### config.mk
export PLATFORM = sky130hd
export DESIGN_NAME = imem_boot_loader
export DESIGN_NICKNAME = d
export VERILOG_FILES = /design/src/rtl/imem_boot_loader.sv
export SDC_FILE = /design/constraint.sdc
export NUM_CORES = 1
export LEC_CHECK = 0
export ABC_CLOCK_PERIOD_IN_PS = 2540
export CELL_PAD_IN_SITES_DETAIL_PLACEMENT = 1
export CELL_PAD_IN_SITES_GLOBAL_PLACEMENT = 1
export CORE_MARGIN = 4
export CORE_UTILIZATION = 34
export CTS_BUF_LIST = sky130_fd_sc_hd__clkbuf_8
export CTS_CLUSTER_DIAMETER = 80
export DETAILED_ROUTE_END_ITERATION = 12
export PLACE_DENSITY_LB_ADDON = 0.1
export SLEW_MARGIN = 15
export SYNTH_ARGS = -nofsm -noshare
export SYNTH_HDL_FRONTEND = slang
export SYNTH_SLANG_ARGS = --single-unit
### constraint.sdc
create_clock -name clk -period 2.54 [get_ports clk]
set_input_delay 0.254 -clock clk [delete_from_list [all_inputs] [get_ports clk]]
set_output_delay 0.254 -clock clk [all_outputs]
set_load 0.02 [all_outputs]
### src/rtl/imem_boot_loader.sv
// Boot-time loader: streams instruction words into the CPU instruction memory,
// holds the CPU in reset through the load plus a settle interval, then releases it.
module imem_boot_loader #(
    parameter int DEPTH_WORDS = 64,
    parameter int RST_HOLD    = 4
) (
    input  logic        clk,
    input  logic        rst,
    input  logic        start,
    input  logic        load_valid,
    input  logic [31:0] load_data,
    input  logic        load_last,
    output logic        load_ready,
    output logic        initialize,
    output logic        instruction_initialize_write,
    output logic [31:0] instruction_initialize_address,
    output logic [31:0] instruction_initialize_data,
    output logic        cpu_rst,
    output logic        done,
    output logic [15:0] word_count,
    output logic        overflow
);

    typedef enum logic [1:0] {IDLE, LOAD, HOLD, RUN} state_t;

    localparam logic [15:0] DEPTH     = 16'(DEPTH_WORDS);
    localparam logic [15:0] HOLD_INIT = 16'(RST_HOLD - 1);

    state_t      state;
    logic [15:0] hold_cnt;

    // word_count doubles as the write index: it only advances on real writes.
    always_ff @(posedge clk or posedge rst) begin
        if (rst) begin
            state                          <= IDLE;
            hold_cnt                       <= '0;
            load_ready                     <= 1'b0;
            initialize                     <= 1'b0;
            instruction_initialize_write   <= 1'b0;
            instruction_initialize_address <= '0;
            instruction_initialize_data    <= '0;
            cpu_rst                        <= 1'b1;
            done                           <= 1'b0;
            word_count                     <= '0;
            overflow                       <= 1'b0;
        end else begin
            instruction_initialize_write <= 1'b0;
            case (state)
                IDLE: begin
                    cpu_rst <= 1'b1;
                    if (start) begin
                        state      <= LOAD;
                        initialize <= 1'b1;
                        load_ready <= 1'b1;
                        word_count <= '0;
                        overflow   <= 1'b0;
                    end
                end
                LOAD: begin
                    if (load_valid && load_ready) begin
                        if (word_count < DEPTH) begin
                            instruction_initialize_address <= {14'b0, word_count, 2'b00};
                            instruction_initialize_data    <= load_data;
                            instruction_initialize_write   <= 1'b1;
                            word_count                     <= word_count + 16'd1;
                        end else begin
                            overflow <= 1'b1;
                        end
                        if (load_last) begin
                            state      <= HOLD;
                            load_ready <= 1'b0;
                            hold_cnt   <= HOLD_INIT;
                        end
                    end
                end
                HOLD: begin
                    // First HOLD cycle still carries the final strobe; count after it.
                    if (initialize) begin
                        initialize <= 1'b0;
                    end else if (hold_cnt == 16'd0) begin
                        state   <= RUN;
                        cpu_rst <= 1'b0;
                        done    <= 1'b1;
                    end else begin
                        hold_cnt <= hold_cnt - 16'd1;
                    end
                end
                RUN: begin
                    if (start) begin
                        state      <= LOAD;
                        cpu_rst    <= 1'b1;
                        done       <= 1'b0;
                        initialize <= 1'b1;
                        load_ready <= 1'b1;
                        word_count <= '0;
                        overflow   <= 1'b0;
                    end
                end
                default: state <= IDLE;
            endcase
        end
    end

endmodule
==> key figures <==
Outcome
  – Status: completed

STA
  – Normalized max-slew margin: 0.5426
  – Fin crit share: 0.8962
  – Final max-slew violation count: 0
  – Worst Max-Slew Pin Slew: approximately 700 ps
  – RSZ-0062 raised after global routing: false
  – Setup TNS after final layout: 0 ps
  – Post-layout minimum cycle time: 2276 ps
  – Final hold vios: 0
  – Fmax achieved: 439.3 MHz
  – Final Setup Violations: 0
  – Setup ws final: 263.6 ps
  – Clock Skew: 5.416 ps

CTS
  – Reg clk slew, reported paths: roughly 90 ps
  – Max Buffers Root-to-Sink: 2
  – Num CTS Buffers: 9
  – Clk Latency, worst-skew pair: between 300 and 400 ps
  – # resized after CTS: 0
  – Clk sinks: 88
  – # H-tree levels: 3
  – CTS tree: built
  – # hold bufs at CTS: 0
  – Postcts setup bufs: 0
  – Root buffer cell: clkbuf_8

Synthesis
  – Synthesized instance count: 363
  – Ys Warns: 0
  – Top cell type's share of synthesized area: 0.5257
  – Area leader, netlist: dfrtp_1
  – Post-synthesis cell type count: between 40 and 50
  – Synth Register Bits: 88
  – Most frequent cells after synthesis: dfrtp_1, mux2_2, nand2_1
  – Post-synth ARST share: 1.000
  – Most common cell in the netlist: dfrtp_1
  – Area contributors post-synth: dfrtp_1, mux2_2, buf_4
  – Synthesized area: 0.004141 sq mm
  – Seq/Total Area, Yosys: 0.5320
  – Ys flop type: dfrtp_1
  – Synthesized area per cell: roughly 11 sq um
  – Number of synthesized flops with an enable pin: 0

Cells and area
  – Fraction of layout cells with a size suffix above 1: 0.1438
  – ANT cells: 0
  – Multi-input logic area: 0.001770 sq mm
  – Total Nets Final: between 500 and 600
  – Seq. cell area: roughly 0.0022 sq mm
  – Fillers: 1304
  – Area Growth Syn to Fin: 33.14%
  – Final Instance Count excl. Fillers: 620

GRT
  – Initial antenna violation count: 0
  – Gr ovfl total: 0
  – Vias in the first global route: 3405
  – Tot GR Track Use: 0.1579
  – Largest net degree at the start of global routing: 50
  – First-pass GRT wire length: 17.93 mm

Route
  – DR pass1 iterations: 4
  – Initial detailed-routing violation count: 109
  – Post-route ant nets: 0
  – Detailed-route wire length: 10.67 mm
  – DRC Markers: 0
  – Via count: 3230
  – Wire length per cell: approximately 17 um
  – Via-to-Cell Ratio: approximately 5.2

Worst setup path
  – Worst R2R Setup Slack: 260 ps
  – CP max FO: 14
  – Slowest Stage Delay on Critical Path: 470 ps
  – CP Capture Type: flip-flop
  – WP data arrival: 2520 ps
  – Top delay family on crit path: simple AND/OR/NAND/NOR gates
  – Worst r2r dst: word_count[12]
  – FF-to-FF Start: state[0]
  – Worst path required time: 2790 ps
  – Cells along the critical path: inv_1 > ha_1 > nor2b_1 > a211oi_1 > nand3b_1 > o21a_1
  – FF-to-FF path depth: 6
  – Crit path max-delay cell type: ha_1
  – CP startpoint: state[0]
  – CP Launch Type: flip-flop
  – Crit Path Category: flip-flop to flip-flop
  – Worst Path Buf+Inv: 1

Pwr
  – Leak pwr: approximately 2.4 nW
  – Power Total: between 5 and 6 mW
  – Switching power: 2.200 mW
  – Clock share of power: 0.166
  – Seq pwr share: 0.366
  – Switching Fraction: 0.3874
  – Peak VDD IR: 0.4768 mV
  – Pwr/cell area: 1030 mW/mm^2
  – Combinational share of power: 0.468
  – Int Power: 3.478 mW

Placement
  – Number of placed instances, taps included: 606
  – Placer congestion estimate: 0.7536
  – Number of I/O port buffers: ~110
  – Pre-CTS worst setup slack: between 200 and 250 ps
  – Dpl hpwl: 7.808 mm

Floorplanning
  – Ports: between 100 and 150
  – FP Rows: 40
  – Die height: between 100 and 150 um
  – Starting Density: 0.3462
  – Core area: 0.01196 sq mm
  – Die ar.: 0.01401 sq mm
  – Die X: 118.4 um

Flow run
  – Max_cap viols: 0

Worst hold path
  – Worst min path class: input pin to async pin
[area by class of cell]
type	count	area share
Tap cell	147	0.03336
Sequential cell	88	0.3996
Clock buffer	9	0.02246
Inverter	11	0.007715
Clock inverter	5	0.01066
Multi-Input combinational cell	248	0.3211
Timing Repair Buffer	112	0.2051
[worst register-to-register path: stages (launching register included)]
cell      delay, ps
dfrtp_1         380
inv_1            70
ha_1            470
nor2b_1         240
a211oi_1        380
nand3b_1        400
o21a_1          230
[sequential cells by signal, indices dropped and copies added, names as in the netlist]
name and flops:
cpu_rst 1, done 1, hold_cnt 16, initialize 1, instruction_initialize_address 16, instruction_initialize_data 32
instruction_initialize_write 1, load_ready 1, overflow 1, state 2, word_count 16
[power groups by stage]
stage / Sequential, mW / Clock (mW) / Combinational, mW
2_1_floorplan: 2.47 / 0 / 1.21
3_3_place_gp: 2.08 / 0 / 2.66
3_5_place_dp: 2.11 / 0 / 2.70
4_1_cts: 2.09 / 0.993 / 2.71
5_1_grt: 2.14 / 1.06 / 2.90
6_report: 2.08 / 0.942 / 2.66
[layer usage]
layer,up-vias,part of all wire,global-route usage
met5,-,0,0
met4,0,0.011,0.05128
met3,10,0.041,0.04402
met2,56,0.53,0.2712
met1,1665,0.41,0.1913
li1,1499,-,-
[through the flow]
| step | util | cell area (sq um) | hold WS, ps |
|---|---|---|---|
| 6_report | 0.4610 | 5514 | 229.3 |
| 3_3_place_gp | 0.4457 | 5331 | 484.2 |
| 2_1_floorplan | - | 4198 | 405.6 |
| 4_1_cts | 0.4610 | 5514 | 230.1 |
| 5_1_grt | 0.4610 | 5514 | 255.5 |
| 3_5_place_dp | 0.4457 | 5331 | 488.9 |
[logic make-up after synthesis]
group           share of synthesized area
compound gates                    0.09154
fa+ha+maj                         0.01511
buf+inv                           0.05589
flops                              0.5320
mux                                0.1299
other cells                     0.0009055
simple gates                       0.1746
[worst max path at each step]
stage | depth (start not counted) | slack (ps) | to
after floorplan | 1 | 9 | done
after global placement | 6 | 370 | word_count[8]
after detailed placement | 6 | 230 | word_count[12]
after CTS | 6 | 200 | word_count[12]
after global routing | 6 | 40 | word_count[12]
final | 6 | 260 | word_count[12]
[cell usage in the layout (no fill, tap or decap), types with 9 or more instances in the layout]
master and instances:
nor2b_1 11, o21ai_0 11, mux2_2 38, clkdlybuf4s50_1 106, nor4_1 15, nand2b_1 11, nand3_1 15, mux2i_1 11
o21a_1 11, clkbuf_8 9, nand2_1 19, conb_1 16, inv_1 10, nor2_1 12, dfrtp_1 87
Power figures use the tool's default switching activity.
